$ cat src/rtl/pipe_pkg.sv
// Shared definitions for the pipeline hazard controller: stage indices,
// MEM-op bit positions, store-hold FSM states and per-stage stall/nop masks.
package pipe_pkg;

    localparam int STG_IF  = 0;
    localparam int STG_ID  = 1;
    localparam int STG_EX  = 2;
    localparam int STG_MEM = 3;
    localparam int STG_WB  = 4;
    localparam int NSTG    = 5;

    localparam int MEMRW_RD = 1;
    localparam int MEMRW_WR = 0;

    typedef enum logic [1:0] {
        S_IDLE = 2'd0,
        S_HOLD = 2'd1,
        S_DONE = 2'd2
    } hold_state_t;

    function automatic logic [NSTG-1:0] stg_bit(input int stg);
        logic [NSTG-1:0] one;
        one = 5'd1;
        return one << stg;
    endfunction

    localparam logic [NSTG-1:0] STALL_RAW = stg_bit(STG_IF) | stg_bit(STG_ID);
    localparam logic [NSTG-1:0] STALL_ALL = STALL_RAW | stg_bit(STG_EX) | stg_bit(STG_MEM) | stg_bit(STG_WB);
    localparam logic [NSTG-1:0] NOP_RAW   = stg_bit(STG_EX);
    localparam logic [NSTG-1:0] NOP_FLUSH = stg_bit(STG_ID) | stg_bit(STG_EX);

endpackage

$ cat src/rtl/store_hold_fsm.sv
// Holds the MEM stage for STORE_HOLD cycles per store, then waits for the
// store to actually leave MEM before it can recognise the next one.
module store_hold_fsm
    import pipe_pkg::*;
#(
    parameter int STORE_HOLD = 2
) (
    input  logic clk,
    input  logic rst,
    input  logic i_mem_wr,
    input  logic i_mem_stall_ext,
    output logic o_hold
);

    localparam int HW = (STORE_HOLD > 2) ? $clog2(STORE_HOLD) : 1;
    localparam logic [HW-1:0] HOLD_INIT = HW'((STORE_HOLD > 1) ? (STORE_HOLD - 1) : 0);
    localparam logic HOLD_EN = (STORE_HOLD > 0);
    localparam logic MULTI   = (STORE_HOLD > 1);

    hold_state_t   r_state;
    logic [HW-1:0] r_cnt;
    logic [HW-1:0] w_cnt_dec;

    assign w_cnt_dec = r_cnt - HW'(1);

    // State/count update; the IDLE cycle that sees the store is the first held cycle.
    always_ff @(posedge clk) begin
        if (!rst) begin
            r_state <= S_IDLE;
            r_cnt   <= '0;
        end else begin
            case (r_state)
                S_IDLE: begin
                    if (i_mem_wr && HOLD_EN) begin
                        r_cnt <= HOLD_INIT;
                        if (MULTI) begin
                            r_state <= S_HOLD;
                        end else begin
                            r_state <= S_DONE;
                        end
                    end
                end
                S_HOLD: begin
                    r_cnt <= w_cnt_dec;
                    if (w_cnt_dec == '0) begin
                        r_state <= S_DONE;
                    end
                end
                S_DONE: begin
                    if (!i_mem_stall_ext) begin
                        r_state <= S_IDLE;
                    end
                end
                default: begin
                    r_state <= S_IDLE;
                    r_cnt   <= '0;
                end
            endcase
        end
    end

    // Hold is visible in the same cycle the store reaches MEM.
    always_comb begin
        o_hold = ((r_state == S_IDLE) && i_mem_wr && HOLD_EN) || (r_state == S_HOLD);
    end

endmodule

$ cat src/rtl/pipe_hazard_ctrl.sv
// Stall/nop controller for the 5-stage pipeline: RAW detection, memory-wait and
// store-hold stalls, deferred branch flushes and saturating perf counters.
module pipe_hazard_ctrl
    import pipe_pkg::*;
#(
    parameter int NWR        = 3,
    parameter int REG_AW     = 5,
    parameter int FWD_EN     = 0,
    parameter int STORE_HOLD = 2,
    parameter int CNT_W      = 32
) (
    input  logic                  clk,
    input  logic                  rst,
    input  logic [REG_AW-1:0]     id_rs1,
    input  logic [REG_AW-1:0]     id_rs2,
    input  logic                  id_rs1_used,
    input  logic                  id_rs2_used,
    input  logic [NWR*REG_AW-1:0] wr_reg,
    input  logic [NWR-1:0]        wr_en,
    input  logic [NWR-1:0]        wr_is_load,
    input  logic                  branch_taken,
    input  logic                  iready_n,
    input  logic                  dready_n,
    input  logic                  dbusy,
    input  logic [1:0]            mem_rw,
    output logic [NSTG-1:0]       stall,
    output logic [NSTG-1:0]       nop,
    output logic [CNT_W-1:0]      stall_cnt,
    output logic [CNT_W-1:0]      flush_cnt
);

    logic [NWR-1:0]   w_match;
    logic             w_raw;
    logic             w_raw_eff;
    logic             w_hold;
    logic             w_mem_stall_ext;
    logic             w_mem_stall;
    logic             w_flush;
    logic             w_flush_apply;
    logic [NSTG-1:0]  w_stall;
    logic [NSTG-1:0]  w_nop;
    logic             w_unused;
    logic             r_flush_pend;
    logic [CNT_W-1:0] r_stall_cnt;
    logic [CNT_W-1:0] r_flush_cnt;

    // x0 is hard-wired zero, so a writer targeting it never creates a hazard.
    for (genvar k = 0; k < NWR; k++) begin : g_match
        logic [REG_AW-1:0] w_slot;
        assign w_slot     = wr_reg[k*REG_AW +: REG_AW];
        assign w_match[k] = wr_en[k] && (w_slot != '0) &&
                            ((id_rs1_used && (id_rs1 == w_slot)) ||
                             (id_rs2_used && (id_rs2 == w_slot)));
    end

    assign w_unused = ^wr_is_load;

    // With forwarding only a load in EX cannot be bypassed in time.
    always_comb begin
        if (FWD_EN != 0) begin
            w_raw = w_match[0] && wr_is_load[0];
        end else begin
            w_raw = |w_match;
        end
    end

    assign w_mem_stall_ext = iready_n || (dready_n && mem_rw[MEMRW_RD]) || dbusy;
    assign w_mem_stall     = w_mem_stall_ext || w_hold;
    assign w_flush         = branch_taken || r_flush_pend;
    assign w_flush_apply   = w_flush && !w_mem_stall;
    assign w_raw_eff       = w_raw && !w_flush;

    store_hold_fsm #(
        .STORE_HOLD (STORE_HOLD)
    ) u_store_hold (
        .clk             (clk),
        .rst             (rst),
        .i_mem_wr        (mem_rw[MEMRW_WR]),
        .i_mem_stall_ext (w_mem_stall_ext),
        .o_hold          (w_hold)
    );

    // Priority: memory stall, then flush, then RAW bubble.
    always_comb begin
        w_stall = 5'b00000;
        w_nop   = 5'b00000;
        if (!rst) begin
            w_stall = 5'b00000;
            w_nop   = 5'b00000;
        end else if (w_mem_stall) begin
            w_stall = STALL_ALL;
        end else if (w_flush) begin
            w_nop   = NOP_FLUSH;
        end else if (w_raw_eff) begin
            w_stall = STALL_RAW;
            w_nop   = NOP_RAW;
        end else begin
            w_stall = 5'b00000;
            w_nop   = 5'b00000;
        end
    end

    // Pending-flush latch and saturating performance counters.
    always_ff @(posedge clk) begin
        if (!rst) begin
            r_flush_pend <= 1'b0;
            r_stall_cnt  <= '0;
            r_flush_cnt  <= '0;
        end else begin
            r_flush_pend <= w_mem_stall && w_flush;
            if (w_stall[STG_IF] && (r_stall_cnt != {CNT_W{1'b1}})) begin
                r_stall_cnt <= r_stall_cnt + {{(CNT_W-1){1'b0}}, 1'b1};
            end
            if (w_flush_apply && (r_flush_cnt != {CNT_W{1'b1}})) begin
                r_flush_cnt <= r_flush_cnt + {{(CNT_W-1){1'b0}}, 1'b1};
            end
        end
    end

    assign stall     = w_stall;
    assign nop       = w_nop;
    assign stall_cnt = r_stall_cnt;
    assign flush_cnt = r_flush_cnt;

endmodule

$ cat config.mk
export PLATFORM = sky130hd
export DESIGN_NAME = pipe_hazard_ctrl
export DESIGN_NICKNAME = d
export VERILOG_FILES = /design/src/rtl/pipe_pkg.sv /design/src/rtl/store_hold_fsm.sv /design/src/rtl/pipe_hazard_ctrl.sv
export SDC_FILE = /design/constraint.sdc
export NUM_CORES = 1
export LEC_CHECK = 0
export CAP_MARGIN = 20
export CORE_AREA = 5 5 92 94
export CTS_CLUSTER_DIAMETER = 40
export DETAILED_ROUTE_END_ITERATION = 8
export DIE_AREA = 0 0 97 99
export PLACE_DENSITY = 0.85
export SETUP_SLACK_MARGIN = 0.3
export SLEW_MARGIN = 40
export SYNTH_ARGS = -nofsm -noshare
export SYNTH_HDL_FRONTEND = slang
export SYNTH_HIERARCHICAL = 1
export SYNTH_SLANG_ARGS = --single-unit
$ cat constraint.sdc
create_clock -name clk -period 3.6 [get_ports clk]
set_input_delay 0.54 -clock clk [delete_from_list [all_inputs] [get_ports clk]]
set_output_delay 0.54 -clock clk [all_outputs]
set_load 0.005 [all_outputs]
=== Word level (Yosys, flattened, before mapping) ===
Index checks and enable logic that the tools add are counted.

* Bits in writable memories: 0
* Latch bits: 0
* Memories kept: 0
* Output and inout port bits: 74
* Word-level logic and storage cells: 72
* ROM bits: 0
* Bits of input ports: 41
* Register bits: 68

* Add/subtract/negate cells: 3
* Mux-type cells: 14
* Magnitude comparators: 0
* Shifts and indexed selects: 0
* Bitwise operators: 1
* Div/mod/pow operators: 0
* Reduce and logical (&&, ||, !) cells: 36
* Multipliers: 0
* Equal/unequal tests: 13

{| class="wikitable"
|+ Operators with widths
! cell !! count
|-
| 32-bit by 1-bit adder with 32-bit output, second input constant || 2
|-
| 32-bit != test, second input constant || 2
|-
| 5-bit == test || 6
|-
| 1-bit logical AND || 19
|-
| 5-bit nonzero test || 3
|-
| 3-bit 2-to-1 mux || 4
|-
| 2-bit 2-to-1 mux || 5
|-
| 5-bit 2-to-1 mux || 2
|-
| 1-bit logical OR || 8
|-
| 2-bit != test, second input constant || 3
|-
| 2-bit one-hot mux with 3 select lines || 1
|-
| 1-bit one-hot mux with 3 select lines || 1
|-
| 3-bit AND reduction || 1
|-
| 3-bit OR reduction || 1
|-
| 2-bit by 1-bit == test with 1-bit output, second input constant || 1
|-
| 2-bit == test, second input constant || 1
|-
| 1-bit logical NOT || 2
|-
| 2-bit logical NOT || 1
|-
| 2-bit AND reduction || 1
|-
| 1-bit 2-to-1 mux || 1
|-
| 1-bit NOT || 1
|-
| 1-bit subtractor, second input constant || 1
|}

=== Depth between registers and ports, before layout ===
* Depth after elaboration: 11
* Mapped depth: 10
* Gate-level depth less buffers: 8

=== Hierarchy ===
Netlist, hierarchy kept.

{| class="wikitable"
|+ By module, submodules not included
! module !! instances !! sequential area each (µm²) !! cells an instance !! area each (µm²)
|-
| pipe_hazard_ctrl || 1 || 1301.2 || 430 || 3594.7
|-
| store_hold_fsm || 1 || 60.1 || 14 || 133.9
|}

=== Worst setup path after synthesis ===
OpenSTA, ideal clock, no wires.

* Path kind: input port to output port
* Start point: input port wr_reg[6]
* End point: output port stall[1]
* Setup slack: 0.983 ns
* Path buffers: 1
* Stages: 6
* Data required time: 3.060 ns
* Arrival time: 2.077 ns
* Cells stage by stage: or4_1 o21a_1 a222oi_1 a21oi_1 and2_1 buf_4

* Word-level cells in the longest chain between the ends: 10
* Elaborated cells between the ends (all ways): 14
* Those cells by class: eq/ne: 2; mux: 4; reduce/logical: 8

{| class="wikitable"
|+ Ends and longest elaborated chain
! element !! line !! text
|-
| from (decl) || pipe_hazard_ctrl.sv:18 || <nowiki>input logic [NWR*REG_AW-1:0] wr_reg,</nowiki>
|-
| 5-bit == test, on equally long branches || pipe_hazard_ctrl.sv:52, pipe_hazard_ctrl.sv:53 ||
|-
| 1-bit logical AND, on equally long branches || pipe_hazard_ctrl.sv:52, pipe_hazard_ctrl.sv:53 ||
|-
| 1-bit logical OR || pipe_hazard_ctrl.sv:52 || <nowiki>((id_rs1_used && (id_rs1 == w_slot)) ||</nowiki>
|-
| 1-bit logical AND * || pipe_hazard_ctrl.sv:51 || <nowiki>assign w_match[k] = wr_en[k] && (w_slot != '0) &&</nowiki>
|-
| 3-bit OR reduction * || pipe_hazard_ctrl.sv:63 || <nowiki>w_raw = |w_match;</nowiki>
|-
| 1-bit logical AND * || pipe_hazard_ctrl.sv:71 || <nowiki>assign w_raw_eff = w_raw && !w_flush;</nowiki>
|-
| 2-bit 2-to-1 mux * || pipe_hazard_ctrl.sv:94 || <nowiki>end else if (w_raw_eff) begin</nowiki>
|-
| 2-bit 2-to-1 mux * || pipe_hazard_ctrl.sv:92 || <nowiki>end else if (w_flush) begin</nowiki>
|-
| 5-bit 2-to-1 mux * || pipe_hazard_ctrl.sv:90 || <nowiki>end else if (w_mem_stall) begin</nowiki>
|-
| 5-bit 2-to-1 mux * || pipe_hazard_ctrl.sv:87 || <nowiki>if (!rst) begin</nowiki>
|-
| to (decl) || pipe_hazard_ctrl.sv:26 || <nowiki>output logic [NSTG-1:0] stall,</nowiki>
|}

Mark *: on every way between the ends. The rest lies on a longest branch, timed or not.

=== Worst setup path after layout ===
* Start point: input port wr_reg[4]
* End point: output port stall[1]

The elaborated chain is that of the path after synthesis.

==> metrics.md <==
| Metric | Value |
|---|---|
| Status | `complete, no violations` |
| Pwr Density | `347 nW/um^2` |
| Post-DP HPWL | `7.38 mm` |
| Fin crit share | `87.3%` |
| Htree depth | `3` |
| Commonest cells after routing, fill and taps aside | `clkdlybuf4s50_1, dfxtp_1, nor2_1` |
| Synthesized area | `3730 um^2` |
| First-pass GRT wire length | `16.6 mm` |
| Layout Skew | `12.4 ps` |
| Vias per cell | `5.59` |
| Number of buffers added on ports | `108` |
| FILL cells | `596` |
| Largest net degree at the start of global routing | `38` |
| Global Route Usage Sum | `20.6%` |
| Slew Viols, Final | `0` |
| Crit Path Max Fanout | `3` |
| CTS buffer count | `9` |
| Core Area | `7570 um^2` |
| Final setup margin | `457 ps` |
| Slowest stage delay, CP | `470 ps` |
| Nets | `594` |
| Critical path startpoint category | `input pin` |
| CP Cell Sequence | `clkdlybuf4s50_1 -> or4_1 -> o21a_1 -> a222oi_1 -> buf_4 -> a21oi_1 -> and2_1 -> dlygate4sd2_1` |
| DRC Markers | `0` |
| Final setup viols | `0` |
| Multi-input logic area | `2190 um^2` |
| WS Path Type | `in2out` |
| Placer congestion estimate | `0.877` |
| WP buf/inv | `3` |
| Reg clk slew, reported paths | `80 ps` |
| Clock root buffer | `clkbuf_8` |
| Post-synth EDFFs | `0` |
| Pwr Total | `1.77 mW` |
| Routed Antenna Nets | `0` |
| Final design utilization | `67.4%` |
| Final hold vios | `0` |
| Setup crit end kind | `primary output` |
| CP arrival | `2600 ps` |
| Antenna cell count | `0` |
| Min-delay worst type | `reg2reg` |
| Slew @ Worst Pin | `705 ps` |
| Vias | `3,681` |
| Clock Tree Buf Depth | `2` |
| CTS tree | `done` |
| Share of cells above drive strength 1 | `7.73%` |
| Max-slew headroom | `52.7%` |
| Critical path required time | `3060 ps` |
| Dpl cell area | `4850 um^2` |
| Design Area, Final | `5100 um^2` |
| Synthesis-to-layout area growth | `36.9%` |
| Syn Area/Cell | `8.40 um^2` |
| FF+latch count, synth | `68` |
| Sink Count | `68` |
| Register area | `1360 um^2` |
| Max Cap Violations | `0` |
| DR pass1 iterations | `4` |
| Netlist cell types | `52` |
| Vias in the first global route | `3,498` |
| Final TNS setup | `0 ps` |
| Slowest cell on crit path | `clkdlybuf4s50_1` |
| Commonest non-fill, non-tap cell in the layout | `clkdlybuf4s50_1` |
| DR iter-0 viols | `149` |
| DR WL/cell | `15.4 um` |
| RSZ-0062 raised after global routing | `no` |
| Post-synthesis sequential area ratio | `36.5%` |
| Pre-CTS setup slack | `30.4 ps` |
| Leak Pwr | `1.76 nW` |
| Clk Latency, worst-skew pair | `350 ps` |
| Boundary pin count | `115` |
| Async set or reset register ratio after synthesis | `0%` |
| Final WL | `10.1 mm` |
| Hold-fix buffers, CTS | `0` |
| Initial antenna violation count | `0` |
| Starting Density | `49.3%` |
| Die width | `97 um` |
| Die area | `9600 um^2` |
| Achievable Freq | `0.318 GHz` |
| Most used DFF post-synth | `dfxtp_1` |
| IR drop worst, VDD | `0.260 mV` |
| Tmin final | `3140 ps` |
| Die height | `99 um` |
| CP delay by family, top | `buffers and inverters` |
| Num rows | `32` |
| Synth Instances | `444` |
| Total grt overflow | `0` |
| Syn. warnings | `6` |
## routing by layer
layer	vias up	global-route usage (%)	share of wire (%)
met5	-	0	0
met4	0	6.48	1.2
met3	12	5.24	4.6
met2	97	35.5	49
met1	1755	25.3	45
li1	1817	-	-
## final cells by class
class,instances,area share (%)
inverters,4,0.294
repair buffers,118,22.6
clock inverters,5,2.08
well taps,102,2.50
flip-flops and latches,68,26.7
clock buffers,11,2.97
multi-input cells,350,42.9
## worst paths after layout
path	startpoint	to	slack, ps	cells after the start
worst max register to register	stall_cnt[6]$_SDFFE_PN0P_	stall_cnt[29]$_SDFFE_PN0P_	1170	7
worst min register to register	stall_cnt[20]$_SDFFE_PN0P_	stall_cnt[20]$_SDFFE_PN0P_	500	2
worst min-delay path	stall_cnt[20]$_SDFFE_PN0P_	stall_cnt[20]$_SDFFE_PN0P_	500	2
worst max-delay path	wr_reg[4]	stall[1]	460	8
## per-stage QoR
stage / instances / hold slack, ps
final: 658 / 502
after global routing: 658 / 531
after CTS: 658 / 505
after detailed placement: 641 / 494
after global placement: 641 / 476
after floorplan: 446 / 462
## kinds of logic (layout without fill, tap and decap cells)
family / count (synthesis) / count (layout) / share of synthesized area (%)
AO/OA/AOI/OAI: 79 / 79 / 12.2
adder cells (fa/ha/maj): 2 / 2 / 0.671
multiplexers: 2 / 2 / 0.537
other: 1 / 3 / 0.101
flip-flops: 68 / 68 / 36.5
AND/OR/NAND/NOR: 204 / 204 / 30.8
buffers and inverters: 28 / 138 / 5.03
XOR/XNOR: 60 / 60 / 14.1
## worst register-to-register path: cells and delay by family (launching register included)
kind            cells  cell delay (ps)
simple gates        6             1790
flops               1              420
compound gates      1              140
## synthesized netlist by cell type (3+ instances only)
library cell  count  area [um^2]
dfxtp_1          68         1360
nor2_1           42          158
xnor2_1          36          315
a21oi_1          33          165
nand3_1          33          165
o21ai_0          24          120
xor2_1           24          210
nand2_1          23         86.3
nand4_1          22          138
or3_1            20          125
and4_1           14          123
and3_1           12         75.1
clkbuf_1          8         30.0
buf_4             7         52.6
o31ai_1           6         45.0
or3_2             6         45.0
or4_1             6         45.0
and2_1            5         31.3
nand3b_1          4         30.0
nor3_1            4         20.0
o21a_1            4         30.0
inv_1             3         11.3
o22ai_1           3         18.8
## state kept, by name, indices dropped and copies added, names as in the netlist
| signal | cells |
|---|---|
| flush_cnt | 32 |
| stall_cnt | 32 |
| u_store_hold/r_state | 2 |
| r_flush_pend | 1 |
| u_store_hold/r_cnt | 1 |
## power breakdown
part | leakage [nW] | switching [mW] | internal, mW | total [mW]
registers | 0.549 | 0.0143 | 0.762 | 0.776
clock network | 0.126 | 0.311 | 0.501 | 0.811
logic | 1.09 | 0.0871 | 0.0971 | 0.184
total | 1.76 | 0.412 | 1.36 | 1.77
## repair_timing
item / 4_1_cts / 5_1_grt
pin swaps: 2 / 1
setup endpoints to repair: 3 / 1
resized for setup: 13 / 1
buffers inserted: 1 / 0
No activity file was read; power rests on OpenSTA's default activity.
